===== src/rtl/codec_sched_pkg.sv =====
// codec_sched_pkg: shared types and constants for the codec output scheduler.
package codec_sched_pkg;
    localparam int DEF_DATA_W = 16;
    typedef enum logic [1:0] {
        SILENT   = 2'd0,
        FADE_IN  = 2'd1,
        PLAY     = 2'd2,
        FADE_OUT = 2'd3
    } state_e;
    typedef struct packed {
        logic signed [DEF_DATA_W-1:0] lft;
        logic signed [DEF_DATA_W-1:0] rht;
    } pair_t;
    localparam logic SRC_A = 1'b0;
    localparam logic SRC_B = 1'b1;
endpackage


===== src/rtl/codec_src_buf.sv =====
// codec_src_buf: one-entry valid/ready sample buffer, emptied by clr.
module codec_src_buf
    import codec_sched_pkg::*;
#(
    parameter int W = 2 * DEF_DATA_W
) (
    input  logic         clk,
    input  logic         rst,
    input  logic         vld,
    input  logic [W-1:0] din,
    input  logic         clr,
    output logic         rdy,
    output logic [W-1:0] dout
);
    logic full;
    assign rdy = !full;
    // A load into an empty buffer wins over clr, so a sample offered in a tick cycle is kept.
    always_ff @(posedge clk or posedge rst) begin
        if (rst) begin
            full <= 1'b0;
            dout <= '0;
        end else if (vld && !full) begin
            full <= 1'b1;
            dout <= din;
        end else if (clr) begin
            full <= 1'b0;
        end
    end
endmodule


===== src/rtl/codec_out_sched.sv =====
// codec_out_sched: shares the codec output slot between sources A/B with linear gain fades.
// Define CODEC_UNDERRUN_CNT_EN to add the saturating underrun_cnt output.
module codec_out_sched
    import codec_sched_pkg::*;
#(
    parameter int FADE_LOG2 = 4,
    parameter int DATA_W    = DEF_DATA_W
) (
    input  logic              clk,
    input  logic              rst,
    input  logic              frame_tick,
    input  logic              en,
    input  logic              sel,
    input  logic              a_vld,
    input  logic [DATA_W-1:0] a_lft,
    input  logic [DATA_W-1:0] a_rht,
    output logic              a_rdy,
    input  logic              b_vld,
    input  logic [DATA_W-1:0] b_lft,
    input  logic [DATA_W-1:0] b_rht,
    output logic              b_rdy,
    output logic [DATA_W-1:0] lft_out,
    output logic [DATA_W-1:0] rht_out,
    output logic              active_src,
    output logic              busy,
    output logic              underrun
`ifdef CODEC_UNDERRUN_CNT_EN
    ,
    output logic [15:0]       underrun_cnt
`endif
);
    localparam int GW = FADE_LOG2 + 1;
    localparam int PW = DATA_W + FADE_LOG2 + 1;
    localparam logic [GW-1:0] FULL = GW'(1) << FADE_LOG2;

    logic [2*DATA_W-1:0] a_dat, b_dat, act;
    logic                act_full, leave;
    logic [GW-1:0]       gain, gain_n;
    logic                src_n;
    state_e              state, state_n;
    logic signed [PW-1:0] g_s, prod_l, prod_r;

    codec_src_buf #(.W(2 * DATA_W)) u_buf_a (
        .clk(clk), .rst(rst), .vld(a_vld), .din({a_lft, a_rht}),
        .clr(frame_tick), .rdy(a_rdy), .dout(a_dat)
    );
    codec_src_buf #(.W(2 * DATA_W)) u_buf_b (
        .clk(clk), .rst(rst), .vld(b_vld), .din({b_lft, b_rht}),
        .clr(frame_tick), .rdy(b_rdy), .dout(b_dat)
    );

    assign act_full = (active_src == SRC_B) ? !b_rdy : !a_rdy;
    assign act      = (active_src == SRC_B) ? b_dat : a_dat;
    assign leave    = !en || (sel != active_src);
    assign busy     = (state == FADE_IN) || (state == FADE_OUT);

    // Empty active buffer scales as a zero sample.
    assign g_s    = PW'($signed({1'b0, gain}));
    assign prod_l = act_full ? PW'($signed(act[2*DATA_W-1:DATA_W])) * g_s : '0;
    assign prod_r = act_full ? PW'($signed(act[DATA_W-1:0])) * g_s : '0;

    always_comb begin
        state_n = state;
        gain_n  = gain;
        src_n   = active_src;
        case (state)
            SILENT: if (en) begin
                state_n = FADE_IN;
                src_n   = sel;
            end
            FADE_IN: if (leave) begin
                state_n = FADE_OUT;
            end else begin
                gain_n  = gain + GW'(1);
                state_n = (gain_n == FULL) ? PLAY : FADE_IN;
            end
            PLAY: state_n = leave ? FADE_OUT : PLAY;
            FADE_OUT: begin
                gain_n = (gain == '0) ? '0 : gain - GW'(1);
                if (gain_n == '0) begin
                    state_n = en ? FADE_IN : SILENT;
                    src_n   = en ? sel : active_src;
                end
            end
            default: state_n = SILENT;
        endcase
    end

    always_ff @(posedge clk or posedge rst) begin
        if (rst) begin
            state      <= SILENT;
            gain       <= '0;
            active_src <= SRC_A;
            lft_out    <= '0;
            rht_out    <= '0;
            underrun   <= 1'b0;
        end else if (frame_tick) begin
            state      <= state_n;
            gain       <= gain_n;
            active_src <= src_n;
            lft_out    <= DATA_W'(prod_l >>> FADE_LOG2);
            rht_out    <= DATA_W'(prod_r >>> FADE_LOG2);
            underrun   <= (state != SILENT) && !act_full;
        end else begin
            underrun   <= 1'b0;
        end
    end

`ifdef CODEC_UNDERRUN_CNT_EN
    always_ff @(posedge clk or posedge rst) begin
        if (rst) underrun_cnt <= '0;
        else if (underrun && underrun_cnt != 16'hFFFF) underrun_cnt <= underrun_cnt + 16'd1;
    end
`endif
endmodule


===== config.mk =====
export PLATFORM = sky130hd
export DESIGN_NAME = codec_out_sched
export DESIGN_NICKNAME = d
export VERILOG_FILES = /design/src/rtl/codec_sched_pkg.sv /design/src/rtl/codec_src_buf.sv /design/src/rtl/codec_out_sched.sv
export SDC_FILE = /design/constraint.sdc
export NUM_CORES = 1
export LEC_CHECK = 0
export ABC_CLOCK_PERIOD_IN_PS = 6000
export BUFFER_PORTS_ARGS = -buffer_cell sky130_fd_sc_hd__buf_2
export CORE_MARGIN = 1.5
export CORE_UTILIZATION = 61
export CTS_CLUSTER_DIAMETER = 30
export DETAILED_ROUTE_END_ITERATION = 7
export PLACE_DENSITY = 0.82
export SYNTH_ARGS = -nofsm -noshare
export SYNTH_HDL_FRONTEND = slang
export SYNTH_SLANG_ARGS = --single-unit

===== constraint.sdc =====
create_clock -name clk -period 6 [get_ports clk]
set_clock_uncertainty 0.2 [all_clocks]
set_input_delay 0.6 -clock clk [delete_from_list [all_inputs] [get_ports clk]]
set_output_delay 0.6 -clock clk [all_outputs]
set_load 0.01 [all_outputs]

==> results_dict.tcl <==
set metrics [dict create \
    run_status "complete, no violations" \
    fin_worst_hold_slack_ps 104 \
    regToRegSetupSlack_ps 510 \
    synth_largest_type_area_fraction 0.270 \
    cts.path.max_buffers 2 \
    clock_sink_count 107 \
    post_place_worst_slack_ps 591 \
    synth_fp_nets 1264 \
    achievable-frequency_mhz 182 \
    ctsHoldBuffers 0 \
    drt-total-wl_um 22400 \
    place.detailed.hpwl_um 17200 \
    detail_route.first_pass.iterations 5 \
    finalNetCount 1349 \
    gpl.final_weighted_congestion 0.926 \
    cell_at_the_root_of_the_clock_tree "sky130_fd_sc_hd__clkbuf_16" \
    synthTopCellsByCount "sky130_fd_sc_hd__inv_1 (162), sky130_fd_sc_hd__nor2_1 (143), sky130_fd_sc_hd__dfrtp_1 (107), sky130_fd_sc_hd__fa_1 (92), sky130_fd_sc_hd__ha_1 (68)" \
    rr_endpoint "lft_out[15]$_DFFE_PP0P_" \
    worstPathRequired_ps 6050 \
    port_buffers 107 \
    arrival_ps 5540 \
    tritoncts "yes" \
    detail_route.drc_violations 0 \
    num_vias 7697 \
    track_usage 0.277 \
    maxSlewHeadroom 0.259 \
    final-max-slew-violation-count 0 \
    placement_rows 46 \
    core-area_sq_um 15900 \
    antenna_found_initial 0 \
    io-pin-count 108 \
    netlist.top_cell.by_area "sky130_fd_sc_hd__dfrtp_1" \
    grt_pass1_wl_um 36900 \
    crit_path_max_fanout 30 \
    synth_edf_count 0 \
    cts_buffers 9 \
    worst_reg_to_reg_path_cell_count 15 \
    first_global_vias 7516 \
    syn_std_cell_area_sq_um 9920 \
    setup.worst_path.start_class "register" \
    synthFlopType "sky130_fd_sc_hd__dfrtp_1" \
    final-setup-viol-count 0 \
    grt_remaining_overflow 0 \
    ctsHtreeMaxLevel 3 \
    finalWorstPathRequiredPeriod_ps 5490 \
    post_cts_resize_count 0 \
    dieHeight_um 131 \
    synth-async-reset-ratio 1.00 \
    die_x_um 131 \
    netlist-cell-type-count 66 \
    yosys_register_bits 107 \
    crit-reg2reg-launch "active_src$_DFFE_PP0P_" \
    seq_area_frac_synth 0.270 \
    synthesis.instances 1033 \
    rsz_0062_raised_after_global_routing "false" \
    final_min_period_over_clock_period 0.915 \
    drtAntennaViolNets 0 \
    worst_slew_pin_slew_ps 1100 \
    syn-mean-instance-area_sq_um 9.60 \
    diodes 0 \
    drt_iter0_markers 549 \
    post-synth-top-count-cell "sky130_fd_sc_hd__inv_1" \
    vias_per_cell 5.75 \
    fin_ws_ps 513 \
    synthToLayoutAreaGrowth_pct 10.3 \
    floorplan.initialDensity 0.624 \
    timing.critical_path.to_type "register" \
    clk-insertion-delay-late_ps 370 \
    routedWlPerCell_um 16.7 \
    timing.setup.tns_ps 0 \
    layout-drive-gt1-share 0.192 \
    worstSetupPathType "register to register" \
    timing.hold.worst.class "input port to asynchronous set/reset pin" \
    drv.max_cap_violation_count 0 \
    report.final.hold_viol_count 0 \
    yosysWarningCount 0 \
    postCtsSetupBuffers 0 \
    yosys-top-cells-area "sky130_fd_sc_hd__dfrtp_1 (27%), sky130_fd_sc_hd__fa_1 (19%), sky130_fd_sc_hd__ha_1 (8.6%)" \
    maximum_number_of_pins_on_one_net_before_global_route_repair 61 \
    die_area_sq_um 17000 \
    clk_pin_slew_worst_paths_ps 80 \
]
[sequential cells by signal, summed over array words and instances (netlist names), named ones only]
signal and cells:
state 1, rht_out 16, underrun 1, u_buf_a.full 1, u_buf_b.full 1, active_src 1
gain 5, u_buf_a.dout 32, u_buf_b.dout 32, lft_out 16
[metal layers]
metal	vias up	routed length (um)	global-route usage
li1	3588	-	-
met1	3717	10400	0.411
met2	351	9720	0.419
met3	41	1820	0.0464
met4	0	437	0.0853
met5	-	0	0
[how the worst max path moves through the flow]
stage                           start                       to  slack, ps  cells past startpoint
2_1_floorplan  active_src$_DFFE_PP0P_  lft_out[11]$_DFFE_PP0P_        970                     17
3_3_place_gp   active_src$_DFFE_PP0P_  lft_out[11]$_DFFE_PP0P_        710                     14
3_5_place_dp   active_src$_DFFE_PP0P_  lft_out[15]$_DFFE_PP0P_        590                     15
4_1_cts        active_src$_DFFE_PP0P_  lft_out[15]$_DFFE_PP0P_        560                     15
5_1_grt        active_src$_DFFE_PP0P_  lft_out[15]$_DFFE_PP0P_        250                     15
6_report       active_src$_DFFE_PP0P_  lft_out[15]$_DFFE_PP0P_        510                     15
[cells in the final DEF, fill, tap and decap left out, drive strengths merged, types with 3 or more instances in the layout]
master and count:
inv 164, nor2 143, buf 118, dfrtp 107
fa 92, ha 68, mux2 67, mux2i 34
a21oi 34, nor2b 33, nand2 32, o21ai 29
xnor2 17, nand3 15, a22o 14, a21o 11
nand2b 9, clkbuf 9, o21a 9, or3 8
nor3 8, xor2 8, a32o 7, o211ai 7
clkinv 7, nor4 5, and2 4, nand4 4
a211o 4, a221o 4, a211oi 4, nand3b 4
a21boi 3, nor3b 3, o22ai 3, o2bb2ai 3
or2 3
[through the flow]
| stage | cells | cell area, sq um | util |
|---|---|---|---|
| finish | 1339 | 10900 | 0.689 |
| global route | 1339 | 10900 | 0.689 |
| CTS | 1339 | 10900 | 0.689 |
| detailed placement | 1323 | 10600 | 0.669 |
| global placement | 1323 | 10600 | 0.669 |
| floorplan | 1033 | 9920 | - |
[layout make-up]
| class | count | area [sq um] |
|---|---|---|
| multi-input combinational | 716 | 6430 |
| fill | 1229 | 4940 |
| sequential | 107 | 2680 |
| inverter | 166 | 627 |
| timing repair buffer | 118 | 618 |
| tap | 216 | 270 |
| clock buffer | 9 | 225 |
| clock inverter | 7 | 98.8 |
[cells by family (layout without fill, tap and decap cells)]
logic type      after synthesis  after routing  synth area share
compound gates              156            156             0.115
xor+xnor                     25             25            0.0221
fa+ha+maj                   160            160             0.271
buf+inv                     210            300            0.0826
flops                       107            107             0.270
mux                         101            101             0.110
simple gates                274            274             0.129
[worst max-delay path, stage by stage, from the launching register on]
cell                       delay, ps
sky130_fd_sc_hd__dfrtp_2         910
sky130_fd_sc_hd__buf_4           370
sky130_fd_sc_hd__mux2i_1         440
sky130_fd_sc_hd__nor2_1          130
sky130_fd_sc_hd__fa_1            510
sky130_fd_sc_hd__ha_1            320
sky130_fd_sc_hd__ha_1            280
sky130_fd_sc_hd__nand4_1         190
sky130_fd_sc_hd__a21o_1          260
sky130_fd_sc_hd__fa_1            380
sky130_fd_sc_hd__nand2b_1        200
sky130_fd_sc_hd__a21oi_1         300
sky130_fd_sc_hd__o21ai_1         180
sky130_fd_sc_hd__and2_1          200
sky130_fd_sc_hd__o2111a_1        250
sky130_fd_sc_hd__a221o_1         250
Power is not shown: default switching activity piles up to over one toggle a cycle in this logic, so the estimate is an artifact.
